### config.mk
export PLATFORM = sky130hd
export DESIGN_NAME = frame_config_ctrl
export DESIGN_NICKNAME = d
export VERILOG_FILES = /design/src/rtl/frame_cfg_pkg.sv /design/src/rtl/frame_config_ctrl_decode.sv /design/src/rtl/frame_config_ctrl.sv
export SDC_FILE = /design/constraint.sdc
export NUM_CORES = 1
export LEC_CHECK = 0
export CORE_AREA = 2 2 286 288
export CTS_CLUSTER_SIZE = 40
export DETAILED_ROUTE_END_ITERATION = 12
export DIE_AREA = 0 0 288 290
export PLACE_DENSITY = 0.59
export SYNTH_ARGS = -nofsm -noshare
export SYNTH_HDL_FRONTEND = slang
export SYNTH_SLANG_ARGS = --single-unit
### constraint.sdc
create_clock -name CLK -period 6.23 [get_ports CLK]
set_input_delay 1.246 -clock CLK [delete_from_list [all_inputs] [get_ports CLK]]
set_output_delay 1.246 -clock CLK [all_outputs]
set_load 0.05 [all_outputs]
### src/rtl/frame_cfg_pkg.sv
// Shared definitions for the configuration frame writer: command word layout,
// opcode values and the controller state encoding.
package frame_cfg_pkg;

    localparam logic [7:0] OPC_WRITE = 8'hA5;

    // Command word layout: [31:24] opcode, [23:16] column, [15:8] frame, [7:0] unused
    localparam int OPC_LSB = 24;
    localparam int COL_LSB = 16;
    localparam int FRM_LSB = 8;
    localparam int FIELD_W = 8;

    typedef enum logic [1:0] {
        IDLE   = 2'd0,
        LOAD   = 2'd1,
        STROBE = 2'd2,
        DRAIN  = 2'd3
    } state_t;

    // Extract one 8-bit field from a command word
    function automatic logic [FIELD_W-1:0] cmd_field(input logic [31:0] word, input int lsb);
        return word[lsb +: FIELD_W];
    endfunction

endpackage

### src/rtl/frame_config_ctrl_decode.sv
// Column/frame decoder: one-hot strobe vector gated by an enable, plus range
// checks of the same column/frame against the array dimensions.
module frame_strobe_decode #(
    parameter int NumColumns      = 8,
    parameter int MaxFramesPerCol = 20
) (
    input  logic [7:0]                              column,
    input  logic [7:0]                              frame,
    input  logic                                    enable,
    output logic [NumColumns*MaxFramesPerCol-1:0]   strobe,
    output logic                                    col_ok,
    output logic                                    frm_ok
);

    assign col_ok = int'(column) < NumColumns;
    assign frm_ok = int'(frame) < MaxFramesPerCol;

    // One comparator per strobe line; bit c*MaxFramesPerCol+f belongs to column c, frame f
    generate
        for (genvar gi = 0; gi < NumColumns; gi++) begin : g_col
            for (genvar gj = 0; gj < MaxFramesPerCol; gj++) begin : g_frm
                assign strobe[gi*MaxFramesPerCol+gj] =
                    enable && (int'(column) == gi) && (int'(frame) == gj);
            end
        end
    endgenerate

endmodule

### src/rtl/frame_config_ctrl.sv
// Configuration frame writer: takes a WRITE command followed by one word per
// row, assembles the frame on FrameData, then pulses the selected FrameStrobe
// line for a fixed number of cycles. Bad commands set a sticky error flag.
module frame_config_ctrl
    import frame_cfg_pkg::*;
#(
    parameter int FrameBitsPerRow = 32,
    parameter int NumRows         = 16,
    parameter int NumColumns      = 8,
    parameter int MaxFramesPerCol = 20,
    parameter int StrobeCycles    = 2
) (
    input  logic                                    CLK,
    input  logic                                    resetn,
    input  logic [FrameBitsPerRow-1:0]              s_data,
    input  logic                                    s_valid,
    output logic                                    s_ready,
    output logic [NumRows*FrameBitsPerRow-1:0]      FrameData,
    output logic [NumColumns*MaxFramesPerCol-1:0]   FrameStrobe,
    output logic                                    busy,
    output logic                                    err,
    output logic [15:0]                             frames_written
);

    localparam int ROW_W = (NumRows > 1) ? $clog2(NumRows) : 1;
    localparam int STB_W = $clog2(StrobeCycles + 1);
    localparam logic [ROW_W-1:0] ROW_LAST = ROW_W'(NumRows - 1);
    localparam logic [STB_W-1:0] STB_LAST = STB_W'(StrobeCycles - 1);

    state_t                     state_reg, state_next;
    logic [ROW_W-1:0]           row_cnt_reg;
    logic [STB_W-1:0]           strobe_cnt_reg;
    logic [7:0]                 col_reg, frm_reg;
    logic                       err_reg;
    logic [15:0]                frames_cnt_reg;
    logic [FrameBitsPerRow-1:0] frame_data_reg [NumRows];

    logic [7:0] cmd_opc, cmd_col, cmd_frm;
    logic [7:0] dec_col, dec_frm;
    logic       col_ok, frm_ok;
    logic       cmd_accept, cmd_bad, row_write, drain_word, strobe_done;

    assign cmd_opc = cmd_field(s_data[31:0], OPC_LSB);
    assign cmd_col = cmd_field(s_data[31:0], COL_LSB);
    assign cmd_frm = cmd_field(s_data[31:0], FRM_LSB);

    // The decoder range-checks the incoming command while idle and decodes
    // the latched target otherwise, so one instance serves both purposes.
    assign dec_col = (state_reg == IDLE) ? cmd_col : col_reg;
    assign dec_frm = (state_reg == IDLE) ? cmd_frm : frm_reg;

    frame_strobe_decode #(
        .NumColumns      (NumColumns),
        .MaxFramesPerCol (MaxFramesPerCol)
    ) u_decode (
        .column (dec_col),
        .frame  (dec_frm),
        .enable (state_reg == STROBE),
        .strobe (FrameStrobe),
        .col_ok (col_ok),
        .frm_ok (frm_ok)
    );

    // Next-state logic; s_ready depends on the current state only
    always_comb begin
        state_next  = state_reg;
        s_ready     = 1'b0;
        cmd_accept  = 1'b0;
        cmd_bad     = 1'b0;
        row_write   = 1'b0;
        drain_word  = 1'b0;
        strobe_done = 1'b0;
        case (state_reg)
            IDLE: begin
                s_ready = 1'b1;
                if (s_valid) begin
                    if (cmd_opc == OPC_WRITE && col_ok && frm_ok) begin
                        cmd_accept = 1'b1;
                        state_next = LOAD;
                    end else begin
                        cmd_bad = 1'b1;
                        // A malformed WRITE still carries a payload that must be swallowed
                        if (cmd_opc == OPC_WRITE) state_next = DRAIN;
                    end
                end
            end
            LOAD: begin
                s_ready = 1'b1;
                if (s_valid) begin
                    row_write = 1'b1;
                    if (row_cnt_reg == ROW_LAST) state_next = STROBE;
                end
            end
            STROBE: begin
                if (strobe_cnt_reg == STB_LAST) begin
                    strobe_done = 1'b1;
                    state_next  = IDLE;
                end
            end
            DRAIN: begin
                s_ready = 1'b1;
                if (s_valid) begin
                    drain_word = 1'b1;
                    if (row_cnt_reg == ROW_LAST) state_next = IDLE;
                end
            end
            default: state_next = IDLE;
        endcase
    end

    // State register
    always_ff @(posedge CLK) begin
        if (!resetn) state_reg <= IDLE;
        else         state_reg <= state_next;
    end

    // Row/strobe counters, latched target, error flag and frame counter
    always_ff @(posedge CLK) begin
        if (!resetn) begin
            row_cnt_reg    <= '0;
            strobe_cnt_reg <= '0;
            col_reg        <= '0;
            frm_reg        <= '0;
            err_reg        <= 1'b0;
            frames_cnt_reg <= '0;
        end else begin
            if (cmd_accept) begin
                col_reg <= cmd_col;
                frm_reg <= cmd_frm;
            end
            if (cmd_accept || cmd_bad)
                row_cnt_reg <= '0;
            else if (row_write || drain_word)
                row_cnt_reg <= (row_cnt_reg == ROW_LAST) ? '0 : row_cnt_reg + 1'b1;
            if (cmd_bad)
                err_reg <= 1'b1;
            if (state_reg == STROBE)
                strobe_cnt_reg <= strobe_done ? '0 : strobe_cnt_reg + 1'b1;
            else
                strobe_cnt_reg <= '0;
            if (strobe_done)
                frames_cnt_reg <= frames_cnt_reg + 16'd1;
        end
    end

    // Row slice storage; written only by LOAD handshakes, held otherwise
    always_ff @(posedge CLK) begin
        if (!resetn) begin
            for (int i = 0; i < NumRows; i++) frame_data_reg[i] <= '0;
        end else if (row_write) begin
            frame_data_reg[row_cnt_reg] <= s_data;
        end
    end

    generate
        for (genvar gi = 0; gi < NumRows; gi++) begin : g_row
            assign FrameData[gi*FrameBitsPerRow +: FrameBitsPerRow] = frame_data_reg[gi];
        end
    endgenerate

    assign busy           = (state_reg != IDLE);
    assign err            = err_reg;
    assign frames_written = frames_cnt_reg;

endmodule

==> impl_metrics.prom, run 1 <==
# TYPE chip_impl_metric gauge
chip_impl_info{name="outcome",value="completed"} 1
chip_impl_metric{name="powerDensity",unit="nW/um^2"} 254.2
chip_impl_metric{name="viasPerCell",unit=""} 4.540
chip_impl_metric{name="synthesis.yosys.warnings",unit=""} 0
chip_impl_metric{name="die_w",unit="um"} 288
chip_impl_metric{name="synth.ff_latch_count",unit=""} 553
chip_impl_metric{name="route.vias.total",unit=""} 15604
chip_impl_metric{name="syn_area",unit="sq um"} 22380
chip_impl_metric{name="placement.io_buffers",unit=""} 725
chip_impl_metric{name="syn_area_per_cell",unit="sq um"} 13.87
chip_impl_metric{name="hold-worst-slack",unit="ns"} 0.4249
chip_impl_metric{name="post_cts_hold_buffer_count",unit=""} 0
chip_impl_metric{name="clock.fmax",unit="MHz"} 186.1
chip_impl_metric{name="rows",unit=""} 104
chip_impl_metric{name="cell_area_reported_after_detailed_placement",unit="sq um"} 32290
chip_impl_metric{name="pre_cts_slack",unit="ns"} 0.8021
chip_impl_metric{name="final_period_util",unit=""} 0.8624
chip_impl_metric{name="floorplan.die_area",unit="sq um"} 83520
chip_impl_metric{name="tightest_slew",unit="ns"} 1.189
chip_impl_metric{name="placeableCoreArea",unit="sq um"} 80160
chip_impl_metric{name="dpl.hpwl",unit="mm"} 62.22
chip_impl_metric{name="timing.setup.tns",unit="ns"} 0
chip_impl_metric{name="antenna_found_initial",unit=""} 11
chip_impl_metric{name="layout.nets",unit=""} 2370
chip_impl_info{name="timing.critical_path.to_type",value="output port"} 1
chip_impl_metric{name="timing.final.hold_violations",unit=""} 0
chip_impl_metric{name="nFillCells",unit=""} 7333
chip_impl_metric{name="cp.arrival",unit="ns"} 4.13
chip_impl_metric{name="clk_latency",unit="ns"} 0.60
chip_impl_metric{name="boundaryPins",unit=""} 726
chip_impl_metric{name="finalWirelength",unit="mm"} 88.02
chip_impl_metric{name="remaining_drc_errors",unit=""} 0
chip_impl_metric{name="critical_path.max_stage_delay",unit="ns"} 0.83
chip_impl_metric{name="layoutNonFillerInstCount",unit=""} 3437
chip_impl_metric{name="stdcell_area",unit="sq um"} 34050
chip_impl_metric{name="clock_sink_count",unit=""} 553
chip_impl_info{name="crit_slowest_cell",value="clkdlybuf4s50_1"} 1
chip_impl_metric{name="final.setup.worst_slack",unit="ns"} 0.8572
chip_impl_metric{name="fin_total_pwr",unit="mW"} 8.655
chip_impl_metric{name="ctsHtreeMaxLevel",unit=""} 2
chip_impl_metric{name="post_cts_resize_count",unit=""} 0
chip_impl_metric{name="globalplace.congestion",unit=""} 0.8266
chip_impl_metric{name="fin_skew",unit="ns"} 0.01513
chip_impl_info{name="synth_top_flop_cell",value="edfxtp_1"} 1
chip_impl_metric{name="p_leak",unit="nW"} 12.13
chip_impl_metric{name="count_of_flip_flops_with_a_built_in_enable_after_synthesis",unit=""} 512
chip_impl_metric{name="postCtsSetupRepairBufs",unit=""} 0
chip_impl_metric{name="area_delta_synth_final",unit="%"} 52.16
chip_impl_metric{name="max_cap_violations",unit=""} 0
chip_impl_metric{name="synth-async-reset-ratio",unit=""} 0
chip_impl_metric{name="number_of_global_route_vias_before_repair",unit=""} 16072
chip_impl_info{name="leading_post_synthesis_cells_by_cell_area",value="edfxtp_1 69%, and2_1 13%, dfxtp_1 3.7%"} 1
chip_impl_info{name="timing.setup.critical_path_class",value="primary input to output port"} 1
chip_impl_info{name="setup_repair_after_global_routing_missed_its_margin",value="no"} 1
chip_impl_metric{name="power.ir.vdd_worst",unit="uV"} 190.6
chip_impl_metric{name="timing.critical_path.buf_inv",unit=""} 2
chip_impl_metric{name="grt_max_degree",unit=""} 49
chip_impl_metric{name="synth_top_cell_area_share",unit=""} 0.6870
chip_impl_metric{name="period_needed",unit="ns"} 5.373
chip_impl_metric{name="mappedNetlistNets",unit=""} 1655
chip_impl_metric{name="setup-violations-final",unit=""} 0
chip_impl_metric{name="synth_cell_type_count",unit=""} 58
chip_impl_metric{name="post_drt_wl_per_cell",unit="um"} 25.61
chip_impl_metric{name="synth-seq-area-share",unit=""} 0.7237
chip_impl_info{name="synthMostInstantiatedCell",value="edfxtp_1"} 1
chip_impl_metric{name="tritoncts.num_buffers",unit=""} 57
chip_impl_info{name="synthTopCellsByCount",value="512 x edfxtp_1, 481 x and2_1, 184 x nor2_1, 116 x clkbuf_1, 48 x nand2_1"} 1
chip_impl_metric{name="starting_density_of_the_core",unit=""} 0.2792
chip_impl_metric{name="synthesis.instances",unit=""} 1614
chip_impl_metric{name="crit_path_max_fanout",unit=""} 8
chip_impl_metric{name="global_routing_usage_summed_across_all_routing_layers",unit=""} 0.2052
chip_impl_metric{name="die_height",unit="um"} 290
chip_impl_info{name="cp_most_frequent_cell",value="clkdlybuf4s50_1"} 1
chip_impl_info{name="critical_path.top_delay_family",value="simple AND/OR/NAND/NOR gates"} 1
chip_impl_metric{name="largest_register_ffs",unit=""} 512
chip_impl_info{name="tritoncts",value="done"} 1
chip_impl_metric{name="grt.overflow.total",unit=""} 0
chip_impl_metric{name="clockBufferDepth",unit=""} 3
chip_impl_metric{name="postRouteAntennaNets",unit=""} 0
chip_impl_info{name="timing.critical_path.cells",value="clkdlybuf4s50_1, nor3_1, and3_1, o211ai_2, nor2_1, clkdlybuf4s50_1"} 1
chip_impl_metric{name="final_util",unit=""} 0.4248
chip_impl_info{name="hold_class",value="flop to flop"} 1
chip_impl_metric{name="max_slew_margin",unit=""} 0.2043
chip_impl_metric{name="clkTransAtPathRegs",unit="ns"} 0.06
chip_impl_info{name="cts-root-buf",value="clkbuf_16"} 1
chip_impl_info{name="post-synth-top-area-cell",value="edfxtp_1"} 1
chip_impl_metric{name="timing.critical_path.required",unit="ns"} 4.98
chip_impl_metric{name="slew_viol_final",unit=""} 0
chip_impl_metric{name="dp_cells",unit=""} 3330
chip_impl_metric{name="drtPass1Iterations",unit=""} 5
chip_impl_info{name="critical_path.startpoint_type",value="primary input"} 1
chip_impl_metric{name="grt_pass1_wl",unit="mm"} 121.5
chip_impl_metric{name="drtIter0Drc",unit=""} 1280
chip_impl_metric{name="fraction_of_final_layout_cells_with_drive_strength_greater_than_1",unit=""} 0.1506
## worst paths after layout
| kind | cells past startpoint | slack (ns) | from | endpoint |
|---|---|---|---|---|
| setup / recovery | 6 | 0.86 | s_data[15] | FrameStrobe[79] |
| hold / removal | 1 | 0.42 | strobe_cnt_reg[0] | strobe_cnt_reg[0] |
| setup reg to reg | 5 | 2.58 | state_reg[0] | frame_data_reg[5][4] |
| hold reg to reg | 1 | 0.42 | strobe_cnt_reg[0] | strobe_cnt_reg[0] |
## cells by family (layout without fill, tap and decap cells)
family | after synthesis | count (layout) | share of synthesized area
compound gates | 76 | 76 | 0.03220
xor+xnor | 7 | 7 | 0.002739
mux | 11 | 11 | 0.004920
fa+ha+maj | 6 | 6 | 0.003354
simple gates | 826 | 826 | 0.2089
other cells | 0 | 7 | 0
buf+inv | 135 | 891 | 0.02421
flops | 553 | 553 | 0.7237
## power breakdown
group	total (mW)	internal (mW)	switching (mW)
combinational	1.16	0.297	0.865
clock	3.24	1.82	1.42
sequential	4.25	4.20	0.0534
## layout make-up
class                      instances  area [sq um]  area share
sequential                       553         16200      0.4756
inverter                           9         33.78   0.0009921
tap                             1060          1326     0.03895
clock buffer                      68          1489     0.04372
clock inverter                    32         252.7    0.007422
multi-input combinational        926          5854      0.1719
antenna                            7         17.52   0.0005144
timing repair buffer             782          8884      0.2609
## routing by layer
layer  up-vias  part of all wire  GRT usage
met5         -                 0          0
met4         0             0.036    0.07785
met3       133             0.080    0.04623
met2       816              0.53     0.3830
met1      7662              0.35     0.2230
li1       6993                 -          -
## cell usage in the layout, fill, tap and decap left out, drive strengths merged, types with 11 or more instances in the layout
cell             n
a21oi           13
and2           481
and3            44
buf            212
clkbuf          68
clkdlybuf4s50  570
clkinv          27
dfxtp           41
edfxtp         512
mux2i           11
nand2           48
nand2b          13
nor2           185
o211ai          23
o21ai           26
## worst reg2reg max path, stage by stage, from the launching register on
cell and delay (ns):
dfxtp_1 0.60, buf_4 0.31, and4b_2 0.60, nand2_1 0.46
o21ai_4 1.04, buf_4 0.35
No activity file was read; power rests on OpenSTA's default activity.
==> run 2: changes to the inputs <==
Settings changed: CTS_CLUSTER_SIZE 40 to not set.
==> run 2 against run 1 <==
Global-route usage barely moved. Die area stayed put. First-iteration DRC count shrank 5.6%. Combinational power hardly changed. Cell area hardly changed. Clock skew up 0.00065 ns. Register-to-register slack barely moved. Routed wire length about the same. Count of clock-buffer cells in the layout is 1 higher.
==> impl_metrics.prom, run 2 (synthesis results as in run 1) <==
# TYPE chip_impl_metric gauge
chip_impl_info{name="timing.setup.critical_path_class",value="primary input to output port"} 1
chip_impl_metric{name="remaining_drc_errors",unit=""} 0
chip_impl_metric{name="clock_sink_count",unit=""} 553
chip_impl_metric{name="tritoncts.num_buffers",unit=""} 57
chip_impl_info{name="hold_class",value="flop to flop"} 1
chip_impl_metric{name="timing.final.hold_violations",unit=""} 0
chip_impl_metric{name="max_slew_margin",unit=""} 0.2078
chip_impl_metric{name="die_w",unit="um"} 288
chip_impl_metric{name="number_of_instances_on_the_worst_hold_path",unit=""} 1
chip_impl_metric{name="stdcell_area",unit="sq um"} 34050
chip_impl_metric{name="global_routing_usage_summed_across_all_routing_layers",unit=""} 0.2052
chip_impl_metric{name="fin_total_pwr",unit="mW"} 8.658
chip_impl_metric{name="grt_pass1_wl",unit="mm"} 121.5
chip_impl_metric{name="fin_skew",unit="ns"} 0.01578
chip_impl_metric{name="drtIter0Drc",unit=""} 1208
chip_impl_info{name="cp_most_frequent_cell",value="clkdlybuf4s50_1"} 1
chip_impl_metric{name="powerDensity",unit="nW/um^2"} 254.3
chip_impl_metric{name="post_cts_hold_buffer_count",unit=""} 0
chip_impl_metric{name="fraction_of_final_layout_cells_with_drive_strength_greater_than_1",unit=""} 0.1502
chip_impl_info{name="critical_path.startpoint_type",value="primary input"} 1
chip_impl_info{name="setup_repair_after_global_routing_missed_its_margin",value="no"} 1
chip_impl_metric{name="layout.nets",unit=""} 2370
chip_impl_metric{name="grt.overflow.total",unit=""} 0
chip_impl_metric{name="number_of_global_route_vias_before_repair",unit=""} 16065
chip_impl_metric{name="post_drt_wl_per_cell",unit="um"} 25.58
chip_impl_metric{name="area_delta_synth_final",unit="%"} 52.15
chip_impl_metric{name="cp.arrival",unit="ns"} 4.14
chip_impl_info{name="mostFrequentLayoutCell",value="clkdlybuf4s50_1"} 1
chip_impl_metric{name="route.vias.total",unit=""} 15602
chip_impl_metric{name="starting_density_of_the_core",unit=""} 0.2792
chip_impl_metric{name="placeableCoreArea",unit="sq um"} 80160
chip_impl_metric{name="rr_worst_depth",unit=""} 5
chip_impl_metric{name="floorplan.die_area",unit="sq um"} 83520
chip_impl_metric{name="viasPerCell",unit=""} 4.539
chip_impl_metric{name="die_height",unit="um"} 290
chip_impl_metric{name="globalplace.congestion",unit=""} 0.8266
chip_impl_info{name="crit_slowest_cell",value="clkdlybuf4s50_1"} 1
chip_impl_metric{name="period_needed",unit="ns"} 5.386
chip_impl_info{name="tritoncts",value="done"} 1
chip_impl_metric{name="postRouteAntennaNets",unit=""} 0
chip_impl_metric{name="nFillCells",unit=""} 7333
chip_impl_metric{name="slew_viol_final",unit=""} 0
chip_impl_metric{name="grt_max_degree",unit=""} 49
chip_impl_metric{name="final_period_util",unit=""} 0.8645
chip_impl_metric{name="hold-worst-slack",unit="ns"} 0.4255
chip_impl_metric{name="clk_latency",unit="ns"} 0.60
chip_impl_metric{name="clockBufferDepth",unit=""} 3
chip_impl_metric{name="drtPass1Iterations",unit=""} 5
chip_impl_info{name="timing.critical_path.cells",value="clkdlybuf4s50_1, nor3_1, and3_1, o211ai_2, nor2_1, clkdlybuf4s50_1"} 1
chip_impl_metric{name="timing.critical_path.required",unit="ns"} 4.98
chip_impl_metric{name="setup-violations-final",unit=""} 0
chip_impl_metric{name="max_cap_violations",unit=""} 0
chip_impl_metric{name="seqCellArea",unit="sq um"} 16200
chip_impl_metric{name="pre_cts_slack",unit="ns"} 0.8021
chip_impl_info{name="cts-root-buf",value="clkbuf_16"} 1
chip_impl_info{name="timing.critical_path.to_type",value="output port"} 1
chip_impl_metric{name="postCtsSetupRepairBufs",unit=""} 0
chip_impl_metric{name="power.ir.vdd_worst",unit="uV"} 193.3
chip_impl_metric{name="boundaryPins",unit=""} 726
chip_impl_metric{name="largest_register_ffs",unit=""} 512
chip_impl_metric{name="final.setup.worst_slack",unit="ns"} 0.8441
chip_impl_metric{name="layoutNonFillerInstCount",unit=""} 3437
chip_impl_metric{name="dp_cells",unit=""} 3330
chip_impl_metric{name="timing.setup.tns",unit="ns"} 0
chip_impl_metric{name="final_util",unit=""} 0.4248
chip_impl_metric{name="finalWirelength",unit="mm"} 87.93
chip_impl_metric{name="antenna_found_initial",unit=""} 11
chip_impl_metric{name="p_leak",unit="nW"} 12.13
chip_impl_metric{name="dpl.hpwl",unit="mm"} 62.22
chip_impl_metric{name="cell_area_reported_after_detailed_placement",unit="sq um"} 32290
chip_impl_metric{name="post_cts_resize_count",unit=""} 0
chip_impl_metric{name="placement.io_buffers",unit=""} 725
chip_impl_metric{name="clock.fmax",unit="MHz"} 185.7
chip_impl_info{name="most-common-layout-cells",value="570 x clkdlybuf4s50_1, 512 x edfxtp_1, 481 x and2_1"} 1
chip_impl_metric{name="ctsHtreeMaxLevel",unit=""} 2
chip_impl_metric{name="crit_path_max_fanout",unit=""} 8
chip_impl_metric{name="critical_path.max_stage_delay",unit="ns"} 0.83
chip_impl_info{name="outcome",value="completed"} 1
chip_impl_metric{name="footprint_of_the_multi_input_gates",unit="sq um"} 5854
chip_impl_metric{name="rows",unit=""} 104
chip_impl_metric{name="clkTransAtPathRegs",unit="ns"} 0.06
chip_impl_metric{name="tightest_slew",unit="ns"} 1.184
==> run 2: power by group <==
| group | total (mW) | internal [mW] | switching, mW | leakage, nW |
|---|---|---|---|---|
| clock | 3.24 | 1.82 | 1.42 | 0.851 |
| combinational | 1.16 | 0.297 | 0.865 | 5.96 |
| sequential | 4.25 | 4.20 | 0.0536 | 5.32 |
| total | 8.66 | 6.32 | 2.34 | 12.1 |
==> run 2: critical path: cells and delay by family <==
family          cells  cell delay (ns)
simple gates        3             1.29
compound gates      1             0.34
buf+inv             2             1.26
==> run 2: worst paths after layout <==
kind / to / slack, ns / start
worst min-delay path: strobe_cnt_reg[0] / 0.43 / strobe_cnt_reg[0]
worst min register to register: strobe_cnt_reg[0] / 0.43 / strobe_cnt_reg[0]
worst max-delay path: FrameStrobe[79] / 0.84 / s_data[15]
worst max register to register: frame_data_reg[5][4] / 2.58 / state_reg[0]
==> run 2: layout make-up <==
class / instances / area share
clock inverter: 31 / 0.007275
clock buffer: 69 / 0.04384
sequential: 553 / 0.4756
antenna: 7 / 0.0005144
inverter: 9 / 0.0009921
tap: 1060 / 0.03895
timing repair buffer: 782 / 0.2609
multi-input combinational: 926 / 0.1719
==> run 2: metal layers <==
layer,part of all wire,track usage
met5,0,0
met2,0.53,0.3831
met3,0.079,0.04631
met1,0.35,0.2228
met4,0.037,0.07797
